## src/rtl/abro_cond_pkg.sv

```systemverilog
// Shared types and constants for the ABRO input conditioner.
package abro_cond_pkg;

  typedef enum logic [1:0] {
    DB_LOW  = 2'b00,
    DB_RISE = 2'b01,
    DB_HIGH = 2'b10,
    DB_FALL = 2'b11
  } db_state_t;

  localparam int              GLITCH_CNT_W   = 8;
  localparam logic [7:0]      GLITCH_CNT_MAX = 8'hFF;

endpackage

```

## src/rtl/abro_debounce_ch.sv

```systemverilog
// One conditioning channel: synchroniser chain, debounce FSM with qualifying
// counter, registered rising-edge pulse.
// Optional: ABRO_COND_GLITCH_CNT_EN adds a saturating count of aborted
// transitions, exported on glitch_cnt.
//
// state   | meaning
// DB_LOW  | debounced level 0, input agrees
// DB_RISE | input went 1, counting consecutive 1 samples
// DB_HIGH | debounced level 1, input agrees
// DB_FALL | input went 0, counting consecutive 0 samples
module abro_debounce_ch
  import abro_cond_pkg::*;
#(
  parameter int SYNC_STAGES     = 2,
  parameter int DEBOUNCE_CYCLES = 4,
  parameter int CNT_W           = $clog2(DEBOUNCE_CYCLES + 1)
) (
  input  logic clk,
  input  logic reset,
  input  logic raw,
`ifdef ABRO_COND_GLITCH_CNT_EN
  output logic [GLITCH_CNT_W-1:0] glitch_cnt,
`endif
  output logic lvl,
  output logic rise
);

  localparam logic [CNT_W-1:0] CNT_ONE  = CNT_W'(1);
  localparam logic [CNT_W-1:0] CNT_LAST = CNT_W'(DEBOUNCE_CYCLES - 1);

  logic [SYNC_STAGES-1:0] sync_q;
  logic                   sync;
  db_state_t              state_q;
  logic [CNT_W-1:0]       cnt_q;
  logic                   lvl_q;
  logic                   rise_q;

  assign sync = sync_q[SYNC_STAGES-1];

  // Shift the raw input through the synchroniser chain.
  always_ff @(posedge clk) begin
    if (reset) sync_q <= '0;
    else       sync_q <= {sync_q[SYNC_STAGES-2:0], raw};
  end

  // Debounce FSM; level and pulse are registered alongside the state.
  always_ff @(posedge clk) begin
    if (reset) begin
      state_q <= DB_LOW;
      cnt_q   <= '0;
      lvl_q   <= 1'b0;
      rise_q  <= 1'b0;
    end else begin
      rise_q <= 1'b0;
      unique case (state_q)
        DB_LOW: begin
          if (sync) begin
            if (DEBOUNCE_CYCLES == 1) begin
              state_q <= DB_HIGH;
              lvl_q   <= 1'b1;
              rise_q  <= 1'b1;
            end else begin
              state_q <= DB_RISE;
              cnt_q   <= CNT_ONE;
            end
          end
        end
        DB_RISE: begin
          if (!sync) begin
            state_q <= DB_LOW;
            cnt_q   <= '0;
          end else if (cnt_q == CNT_LAST) begin
            state_q <= DB_HIGH;
            cnt_q   <= '0;
            lvl_q   <= 1'b1;
            rise_q  <= 1'b1;
          end else begin
            cnt_q <= cnt_q + CNT_ONE;
          end
        end
        DB_HIGH: begin
          if (!sync) begin
            if (DEBOUNCE_CYCLES == 1) begin
              state_q <= DB_LOW;
              lvl_q   <= 1'b0;
            end else begin
              state_q <= DB_FALL;
              cnt_q   <= CNT_ONE;
            end
          end
        end
        DB_FALL: begin
          if (sync) begin
            state_q <= DB_HIGH;
            cnt_q   <= '0;
          end else if (cnt_q == CNT_LAST) begin
            state_q <= DB_LOW;
            cnt_q   <= '0;
            lvl_q   <= 1'b0;
          end else begin
            cnt_q <= cnt_q + CNT_ONE;
          end
        end
        default: begin
          state_q <= DB_LOW;
          cnt_q   <= '0;
        end
      endcase
    end
  end

  assign lvl  = lvl_q;
  assign rise = rise_q;

`ifdef ABRO_COND_GLITCH_CNT_EN
  logic                    abort;
  logic [GLITCH_CNT_W-1:0] glitch_q;
  logic [GLITCH_CNT_W-1:0] glitch_d;

  // An abort is the input reverting before the qualifying count completes.
  always_comb begin
    abort    = ((state_q == DB_RISE) && !sync) || ((state_q == DB_FALL) && sync);
    glitch_d = glitch_q;
    if (abort && (glitch_q != GLITCH_CNT_MAX)) glitch_d = glitch_q + 8'd1;
  end

  // Saturating glitch counter, cleared only by reset.
  always_ff @(posedge clk) begin
    if (reset) glitch_q <= '0;
    else       glitch_q <= glitch_d;
  end

  assign glitch_cnt = glitch_q;
`endif

endmodule

```

## src/rtl/abro_input_conditioner.sv

```systemverilog
// Front-end for the ABRO FSM: three conditioned channels (A, B, restart R).
// A restart pulse suppresses the A/B rise pulses in the same cycle so the
// FSM never sees a restart and an event together; levels pass untouched.
// Optional: ABRO_COND_GLITCH_CNT_EN exports per-channel glitch counters.
module abro_input_conditioner
  import abro_cond_pkg::*;
#(
  parameter int SYNC_STAGES     = 2,
  parameter int DEBOUNCE_CYCLES = 4,
  parameter int CNT_W           = $clog2(DEBOUNCE_CYCLES + 1)
) (
  input  logic clk,
  input  logic reset,
  input  logic a_raw,
  input  logic b_raw,
  input  logic r_raw,
`ifdef ABRO_COND_GLITCH_CNT_EN
  output logic [GLITCH_CNT_W-1:0] glitch_cnt_a,
  output logic [GLITCH_CNT_W-1:0] glitch_cnt_b,
  output logic [GLITCH_CNT_W-1:0] glitch_cnt_r,
`endif
  output logic a_lvl,
  output logic b_lvl,
  output logic a_rise,
  output logic b_rise,
  output logic r_pulse
);

  logic a_rise_ch;
  logic b_rise_ch;
  logic r_lvl_unused;

  abro_debounce_ch #(
    .SYNC_STAGES(SYNC_STAGES), .DEBOUNCE_CYCLES(DEBOUNCE_CYCLES), .CNT_W(CNT_W)
  ) u_ch_a (
    .clk(clk), .reset(reset), .raw(a_raw),
`ifdef ABRO_COND_GLITCH_CNT_EN
    .glitch_cnt(glitch_cnt_a),
`endif
    .lvl(a_lvl), .rise(a_rise_ch)
  );

  abro_debounce_ch #(
    .SYNC_STAGES(SYNC_STAGES), .DEBOUNCE_CYCLES(DEBOUNCE_CYCLES), .CNT_W(CNT_W)
  ) u_ch_b (
    .clk(clk), .reset(reset), .raw(b_raw),
`ifdef ABRO_COND_GLITCH_CNT_EN
    .glitch_cnt(glitch_cnt_b),
`endif
    .lvl(b_lvl), .rise(b_rise_ch)
  );

  abro_debounce_ch #(
    .SYNC_STAGES(SYNC_STAGES), .DEBOUNCE_CYCLES(DEBOUNCE_CYCLES), .CNT_W(CNT_W)
  ) u_ch_r (
    .clk(clk), .reset(reset), .raw(r_raw),
`ifdef ABRO_COND_GLITCH_CNT_EN
    .glitch_cnt(glitch_cnt_r),
`endif
    .lvl(r_lvl_unused), .rise(r_pulse)
  );

  // Restart has priority over A/B events in the same cycle.
  always_comb begin
    a_rise = a_rise_ch & ~r_pulse;
    b_rise = b_rise_ch & ~r_pulse;
  end

endmodule

```

## config.mk

```make
export PLATFORM = sky130hd
export DESIGN_NAME = abro_input_conditioner
export DESIGN_NICKNAME = d
export VERILOG_FILES = /design/src/rtl/abro_cond_pkg.sv /design/src/rtl/abro_debounce_ch.sv /design/src/rtl/abro_input_conditioner.sv
export SDC_FILE = /design/constraint.sdc
export NUM_CORES = 1
export LEC_CHECK = 0
export BUFFER_PORTS_ARGS = -buffer_cell sky130_fd_sc_hd__buf_2
export CAP_MARGIN = 20
export CORE_MARGIN = 3
export CORE_UTILIZATION = 45
export CTS_BUF_LIST = sky130_fd_sc_hd__clkbuf_8 sky130_fd_sc_hd__clkbuf_16
export CTS_CLUSTER_DIAMETER = 120
export DETAILED_ROUTE_END_ITERATION = 7
export HOLD_SLACK_MARGIN = 0.1
export PLACE_DENSITY = 0.62
export REMOVE_ABC_BUFFERS = 1
export SLEW_MARGIN = 0
export SYNTH_ARGS = -nofsm -noshare
export SYNTH_HDL_FRONTEND = slang
export SYNTH_SLANG_ARGS = --single-unit
```

## constraint.sdc

```tcl
create_clock -name clk -period 1.35 [get_ports clk]
set_clock_uncertainty 0.2 [all_clocks]
set_input_delay 0.0675 -clock clk [delete_from_list [all_inputs] [get_ports clk]]
set_output_delay 0.0675 -clock clk [all_outputs]
set_load 0.02 [all_outputs]
```

### Word-level counts from Yosys, hierarchy flattened

Index checks and enable logic that the tools add are counted.

| word-level totals | value |
|---|---|
| register bits after elaboration | 26 |
| input bits | 5 |
| output and inout port bits | 5 |
| logic and storage cells | 126 |

| cells by class | value |
|---|---|
| bitwise logic cells | 9 |
| reductions and logical operators | 16 |
| equality and inequality tests | 32 |
| muxes and demuxes | 52 |
| $add $sub $neg | 3 |

Operator list:

| cell | count |
|---|---|
| $mux 3 | 15 |
| $mux 2 | 18 |
| $pmux 3 s4 | 3 |
| $pmux 2 s4 | 3 |
| $ne 2x1->1 const B | 9 |
| $eq 2x2->1 const B | 6 |
| $reduce_and 4->1 | 3 |
| $mux 1 | 11 |
| $ne 2x2->1 const B | 5 |
| $reduce_and 5->1 | 2 |
| $add 3x1->3 const B | 3 |
| $eq 3x2->1 const B | 3 |
| $ne 3x1->1 const B | 3 |
| $ne 3x3->1 const B | 3 |
| $reduce_or 3->1 | 3 |
| $not 1->1 | 7 |
| $eq 2x1->1 const B | 3 |
| $logic_not 2->1 | 3 |
| $reduce_and 2->1 | 3 |
| $pmux 1 s2 | 2 |
| $reduce_bool 2->1 | 2 |
| $and 1x1->1 | 2 |

### Depth between registers and ports, before layout

Gate-level depths: netlist (run 1).

| depth | value |
|---|---|
| depth after elaboration | 4 |
| depth in mapped cells | 4 |

### Hierarchy

A second synthesis (run 1) with hierarchy kept.

| unflattened totals | value |
|---|---|
| cell total of the unflattened synthesis | 107 |
| area total of the unflattened synthesis | 1,127.3 sq um |

Modules (own cells, without submodules):

| module | area each (sq um) | cells each | times used |
|---|---|---|---|
| abro_debounce_ch | 371.6 | 35 | 3 |
| abro_input_conditioner | 12.5 | 2 | 1 |

### Worst setup path after synthesis (run 1)

No wires, ideal clock.

| path | value |
|---|---|
| path type | reg2reg |
| from | reg (tool-made name) |
| to | reg u_ch_r.cnt_q[2] |
| required time | 1,077 ps |
| data arrival time | 1,111 ps |
| buffers on the path | 0 |
| clock period less this slack | 1,383 ps |
| setup slack | -33 ps |
| cell stages (with the launch flop) | 4 |
| path through | dfxtp_1 -> xor2_1 -> mux2_2 -> nor3b_2 |

RTL lines:

| what | RTL line | RTL |
|---|---|---|
| end signal, assigned | abro_debounce_ch.sv:78 | `cnt_q <= cnt_q + CNT_ONE;` |
| end signal, assigned | abro_debounce_ch.sv:101 | `cnt_q <= cnt_q + CNT_ONE;` |
| end, declared | abro_debounce_ch.sv:34 | `logic [CNT_W-1:0] cnt_q;` |

### Worst setup path after layout (run 1)

| path | value |
|---|---|
| from | reg u_ch_r.cnt_q[0] |
| to | reg u_ch_r.cnt_q[2] |

| between the ends | value |
|---|---|
| longest elaborated chain between the ends | 4 |
| elaborated cells between the ends (all ways) | 6 |
| classes of those cells | add/sub (1); eq/ne (1); mux (4) |

RTL lines:

| what | RTL line | RTL |
|---|---|---|
| $add 3x1->3 or $eq 3x2->1 (tied branches) | - |  |
| $mux 3 (*) | abro_debounce_ch.sv:72, abro_debounce_ch.sv:96 |  |
| $mux 3 (on tied branches) | abro_debounce_ch.sv:93, abro_debounce_ch.sv:69 |  |
| $pmux 3 s4 (*) | abro_debounce_ch.sv:55 | `unique case (state_q)` |

Mark *: on every way between the ends. The rest lies on a longest branch, timed or not.
A chain may end at the register's enable or synchronous reset.

==> results by group, run 1 <==
Synth
  • Mean post-synth cell area: 10.2 sq um
  • Synth unique cells: 30
  • Area contributors post-synth: dfxtp_1 51%, nor2b_1 4.9%, ha_1 3.7%, nand3b_1 3.7%, a21oi_1 3.4%
  • YS warnings: 0
  • Sequential fraction of the synthesis area: a little over 50%
  • Count leader, synth: dfxtp_1
  • Synth top area share: 51.0%
  • Mapped Area: around 1000 sq um
  • Syn Inst Count: 100
  • Synth Flop Type: dfxtp_1
  • Post-synthesis register bit count: 26
  • Commonest cells in the netlist: 26 x dfxtp_1, 8 x nor2b_1, 7 x a21oi_1, 7 x nor2_1, 6 x nand2_1
  • Ys async rst share: 0%
  • Yosys top cell by area: dfxtp_1
  • Post-synth EDFFs: 0

Timing
  • WHS: 0.241 ns
  • Final setup viols: 1
  • Max Slew Vio Count: 0
  • Final Hold Fails: 0
  • Setup WS post-layout: -0.0279 ns
  • Fin crit share: 102%
  • Fin crit period: about 1.4 ns
  • Final setup TNS: -0.0279 ns
  • Slew headroom: 80.0%
  • Max Clock Freq: about 730 MHz
  • Slew @ Worst Pin: around 0.3 ns
  • RSZ-0062 raised after global routing: yes

Drt
  • Via density per instance: ~4.9
  • DRT Pass-1 Iters: 4
  • Average wire per standard cell: 11.0 microns
  • # DRC: 0
  • Initial DRC count: 13
  • Antenna-violating nets left: 0
  • Via count: roughly 750
  • Post-Route WL: about 1700 microns

GRT
  • First-pass GRT wire length: between 2000 and 3000 microns
  • Vias in the first global route: 690
  • Total grt overflow: 0
  • Gr usage total: roughly 14%
  • Largest net degree at the start of global routing: 23
  • Initial antenna violation count: 0

Outcome
  • Violated checks: setup timing
  • Status: finished with violations

Layout
  • FILL cells: about 170
  • Area delta synth->final: 29.3%
  • Final #Nets: between 100 and 150
  • Ant. Diodes: 0
  • Final core utilization: 64.0%
  • Fraction of layout cells with a size suffix above 1: 36.8%

Clocking
  • Num CTS Buffers: 3
  • CTS Buffer Depth: 2
  • Clk Latency, worst-skew pair: around 0.26 ns
  • Root buf cell: clkbuf_8
  • Clk slew on worst S/H paths: around 0.08 ns
  • TritonCTS clock tree: done
  • H-Tree Depth: 1
  • Clk sinks: 26

Critical path
  • Crit start category: flop
  • Worst Path Required: between 1 and 1.5 ns
  • Critical-path cell list: ha_4 -> or2b_1 -> mux2_4 -> nor3b_2
  • Largest stage delay, worst path: about 0.34 ns
  • Crit. End Element: flop
  • CP Max Fanout: 3
  • Crit path depth: 4
  • CP Class: flop to flop
  • CP bufs+invs: 0
  • Critical Path AT: 1.38 ns
  • Reg2Reg Depth: 4
  • Top Family by Delay on Critical Path: simple AND/OR/NAND/NOR gates
  • CP max-delay cell: dfxtp_2

Floorplanning
  • Die area: around 2900 sq um
  • Die height: between 50 and 60 microns
  • Total I/O pin count: 10
  • Die W: between 50 and 60 microns
  • Std-Cell Rows: 16
  • Core area: approximately 2100 sq um
  • Initial Util: 49.5%

Placed design
  • RePlAce Congestion: roughly 0.71
  • IO Port Bufs: 9
  • Dpl ws: -0.127 ns
  • Post-DP HPWL: between 1000 and 1500 microns

Power
  • Power density over cell area: around 1000 nW/um^2
  • VDD IR-drop max: a little under 1000 uV
  • Final Power: 1.36 mW
  • Leakage: ~0.54 nW

Worst hold path
  • Hold path cells: 1
  • Worst hold-check path type: flop to flop

Flow run
  • Count of max-cap constraint violations: 0
cells by family after synthesis:
family | Yosys count | synth area share (%)
flip-flops | 26 | 51.0
AND/OR/NAND/NOR | 40 | 24.1
multiplexers | 3 | 3.19
adder cells (fa/ha/maj) | 3 | 3.68
XOR/XNOR | 5 | 5.03
AO/OA/AOI/OAI | 18 | 11.0
buffers and inverters | 5 | 1.96
cell type report:
class	count	area, sq um	share of cell area (%)
sequential	26	532	40.3
multi-input combinational	69	531	40.2
inverter	3	11.3	0.854
tap	27	33.8	2.56
timing repair buffer	24	170	12.9
clock buffer	3	41.3	3.13
cell usage in the layout (no fill, tap or decap), drive strengths merged:
master / n
dfxtp: 26
dlygate4sd3: 4
nor2: 7
a21oi: 7
xnor2: 2
mux2: 2
o21ai: 3
ha: 3
nor3b: 3
mux2i: 1
nand3: 1
o211a: 1
or2: 2
o22ai: 2
clkbuf: 4
nand3b: 5
nor2b: 8
or3b: 1
a211oi: 3
o2111ai: 2
xor2: 3
buf: 19
and3b: 2
inv: 3
nand2b: 1
nor4b: 1
or2b: 1
nor3: 2
nand2: 6
worst paths after layout:
path               startpoint          endpoint  slack (ns)
max           u_ch_r.cnt_q[0]   u_ch_r.cnt_q[2]       -0.03
min          u_ch_b.sync_q[0]  u_ch_b.sync_q[1]        0.24
max reg2reg   u_ch_r.cnt_q[0]   u_ch_r.cnt_q[2]       -0.03
min reg2reg  u_ch_b.sync_q[0]  u_ch_b.sync_q[1]        0.24
metal layers:
layer / track usage, % / routed length (microns) / vias to the layer above
met5: 0 / 0 / -
met4: 5.11 / 10 / 0
met3: 4.99 / 68 / 3
met2: 23.7 / 821 / 10
met1: 16.4 / 767 / 336
li1: - / - / 397
power by group:
part	total [mW]	leakage (nW)	internal [mW]	switching, mW
clock	0.418	0.0216	0.199	0.218
combinational	0.125	0.298	0.0651	0.0602
sequential	0.814	0.216	0.794	0.0201
worst register-to-register path, cell delays in order, from the launching register on:
cell and delay [ns]:
dfxtp_2 0.34, ha_4 0.16, or2b_1 0.22, mux2_4 0.26, nor3b_2 0.14
metrics by stage:
| stage | instance area [sq um] | std cells |
|---|---|---|
| after floorplan | 1010 | 98 |
| after global placement | 1160 | 144 |
| after detailed placement | 1160 | 144 |
| after CTS | 1280 | 152 |
| after global routing | 1320 | 152 |
| final | 1320 | 152 |
repair_timing:
item	in CTS	in global routing
setup buffers	1	0
resized for setup	7	13
pin swaps	1	0
setup endpoints to repair	2	8
hold buffers	4	0
hold endpoints to repair	19	0
Note: power is estimated with default switching activity, not from simulation.
==> inputs of run 2 (changes only) <==
--- a/config.mk
+++ b/config.mk
@@ -13,7 +13,7 @@
 export CTS_CLUSTER_DIAMETER = 120
 export DETAILED_ROUTE_END_ITERATION = 7
 export HOLD_SLACK_MARGIN = 0.1
-export PLACE_DENSITY = 0.62
+export PLACE_DENSITY = 0.59
 export REMOVE_ABC_BUFFERS = 1
 export SLEW_MARGIN = 0
 export SYNTH_ARGS = -nofsm -noshare
==> constraint.sdc (replaced) <==
create_clock -name clk -period 1.3 [get_ports clk]
set_clock_uncertainty 0.2 [all_clocks]
set_input_delay 0.065 -clock clk [delete_from_list [all_inputs] [get_ports clk]]
set_output_delay 0.065 -clock clk [all_outputs]
set_load 0.02 [all_outputs]
==> run 2 against run 1 <==
Compared with the run above:
- the flow still finishes with violations (setup timing)
- sequential share of layout area down 1.3 points
- power grew 3.8%
- highest routed layer unchanged
- via count grew 5.0%
- clock power about the same
- setup slack got worse by 0.056 ns
- cell count increased by 1.3%
- sequential power increased by 3.8%
- count of clock-buffer cells in the layout did not move
==> results by group, run 2 (synthesized netlist as in run 1, its figures left out) <==
GRT
  • Largest net degree at the start of global routing: 21
  • Initial antenna violation count: 0
  • Gr usage total: about 16%
  • Vias in the first global route: approximately 750
  • Total grt overflow: 0
  • First-pass GRT wire length: around 3200 microns

Layout
  • Commonest non-fill, non-tap cell in the layout: dfxtp_1
  • Post-route design area: 1380 sq um
  • Ant. Diodes: 0
  • FILL cells: 163
  • Final core utilization: 67.1%
  • Final #Nets: 137
  • Most frequent cells in the layout: 14 x dfxtp_1, 13 x buf_4, 10 x dfxtp_2, 8 x nor2b_1, 8 x buf_2
  • Area delta synth->final: 35.7%
  • Fraction of layout cells with a size suffix above 1: between 40% and 50%

Timing
  • Fin crit period: approximately 1.4 ns
  • Final Hold Fails: 0
  • Max Clock Freq: 723 MHz
  • Setup WS post-layout: -0.0841 ns
  • Final setup TNS: -0.0902 ns
  • Max Slew Vio Count: 0
  • RSZ-0062 raised after global routing: yes
  • Slew @ Worst Pin: between 0.2 and 0.3 ns
  • Fin crit share: 106%
  • Slew headroom: 81.4%
  • Final setup viols: 2

Critical path
  • Reg2reg setup slack: -0.08 ns
  • CP Max Fanout: 3
  • CP Class: flop to flop
  • Reg2Reg Depth: 4
  • Worst Path Required: 1.30 ns
  • Critical Path AT: 1.38 ns
  • Reg-to-Reg Start: u_ch_r.cnt_q[0]
  • Crit start category: flop
  • Reg-to-reg critical path endpoint: u_ch_r.cnt_q[2]
  • Crit. End Element: flop

Drt
  • Antenna-violating nets left: 0
  • Via count: just under 800
  • DRT Pass-1 Iters: 4
  • Initial DRC count: 8
  • Average wire per standard cell: 11.6 microns
  • Via density per instance: slightly above 5
  • # DRC: 0
  • Post-Route WL: around 1800 microns

Power
  • Clock share of power: about 30%
  • Sw Share: a little over a fifth
  • NetSw: 0.303 mW
  • VDD IR-drop max: 980 uV
  • Final Power: 1.41 mW
  • Internal power: around 1.1 mW
  • Leakage: 0.555 nW
  • Power density over cell area: 1020 nW/um^2
  • Combinational share of power: between 10% and 20%
  • Sequential power share: between 60% and 70%

Floorplanning
  • Die W: around 54 microns
  • Total I/O pin count: 10
  • Std-Cell Rows: 16
  • Initial Util: 49.5%
  • Die height: between 50 and 60 microns
  • Core area: around 2100 sq um
  • Die area: between 2000 and 3000 sq um

Placed design
  • Dpl cell area: about 1200 sq um
  • IO Port Bufs: 9
  • RePlAce Congestion: 0.671
  • Post-DP HPWL: between 1000 and 1500 microns

Worst hold path
  • Hold path cells: 1
  • Worst hold endpoint: u_ch_a.sync_q[1]
  • Hold Crit Start: u_ch_a.sync_q[0]
  • Worst hold-check path type: flop to flop

Clocking
  • H-Tree Depth: 1
  • TritonCTS clock tree: done
  • Num CTS Buffers: 3
  • Clk Latency, worst-skew pair: between 0.2 and 0.3 ns
  • CTS Buffer Depth: 2
  • Clk slew on worst S/H paths: 0.08 ns
  • Clk sinks: 26
  • Root buf cell: clkbuf_8

Outcome
  • Status: finished with violations
  • Violated checks: setup timing

Flow run
  • Count of max-cap constraint violations: 0
[run 2: how the worst max path moves through the flow]
| stage | slack, ns | cells past startpoint | end | from |
|---|---|---|---|---|
| 3_5_place_dp | -0.18 | 3 | u_ch_r.cnt_q[2] | flop |
| 6_report | -0.08 | 4 | u_ch_r.cnt_q[2] | u_ch_r.cnt_q[0] |
| 2_1_floorplan | -0.08 | 3 | u_ch_r.cnt_q[2] | flop |
| 3_3_place_gp | -0.13 | 3 | u_ch_r.cnt_q[2] | u_ch_r.sync_q[1] |
| 5_1_grt | -0.14 | 4 | u_ch_r.cnt_q[2] | u_ch_r.cnt_q[0] |
| 4_1_cts | -0.09 | 4 | u_ch_r.cnt_q[2] | u_ch_r.cnt_q[1] |
[run 2: layout make-up]
type / instances / area [sq um] / share of cell area (%)
repair buffers: 26 / 189 / 13.7
well taps: 27 / 33.8 / 2.44
flip-flops and latches: 26 / 541 / 39.1
multi-input cells: 69 / 568 / 41.0
inverters: 3 / 11.3 / 0.814
clock buffers: 3 / 41.3 / 2.98
[run 2: stage by stage]
stage | setup WS [ns] | cells | hold slack (ns)
2_1_floorplan | -0.0833 | 98 | -0.0659
3_3_place_gp | -0.127 | 144 | 0.0760
3_5_place_dp | -0.182 | 144 | 0.0821
4_1_cts | -0.0873 | 152 | 0.245
5_1_grt | -0.142 | 154 | 0.253
6_report | -0.0841 | 154 | 0.238
[run 2: timing repair]
item                                    in CTS  in global routing
setup buffers                                1                  2
resized for setup                           18                 16
endpoints found under the hold margin       18                  0
endpoints found under the setup margin       5                 14
hold buffers                                 4                  0
pin swaps                                    2                  4
[run 2: layer usage]
| layer | part of all wire [%] | vias to the layer above | global-route usage [%] |
|---|---|---|---|
| met5 | 0 | - | 0 |
| met4 | 0.39 | 0 | 3.83 |
| met2 | 49 | 13 | 26.5 |
| li1 | - | 403 | - |
| met3 | 3.9 | 2 | 4.99 |
| met1 | 47 | 365 | 19.5 |
[run 2: worst max-delay path, stage by stage (launching register included)]
cell and delay (ns):
dfxtp_2 0.34, ha_4 0.16, or2b_1 0.22, mux2_4 0.26, nor3b_2 0.14
[run 2: power groups by stage]
stage / sequential [mW] / clock (mW) / combinational, mW
2_1_floorplan: 0.873 / 0 / 0.0481
3_3_place_gp: 0.858 / 0 / 0.113
3_5_place_dp: 0.858 / 0 / 0.115
4_1_cts: 0.844 / 0.446 / 0.132
5_1_grt: 0.849 / 0.481 / 0.160
6_report: 0.845 / 0.421 / 0.143
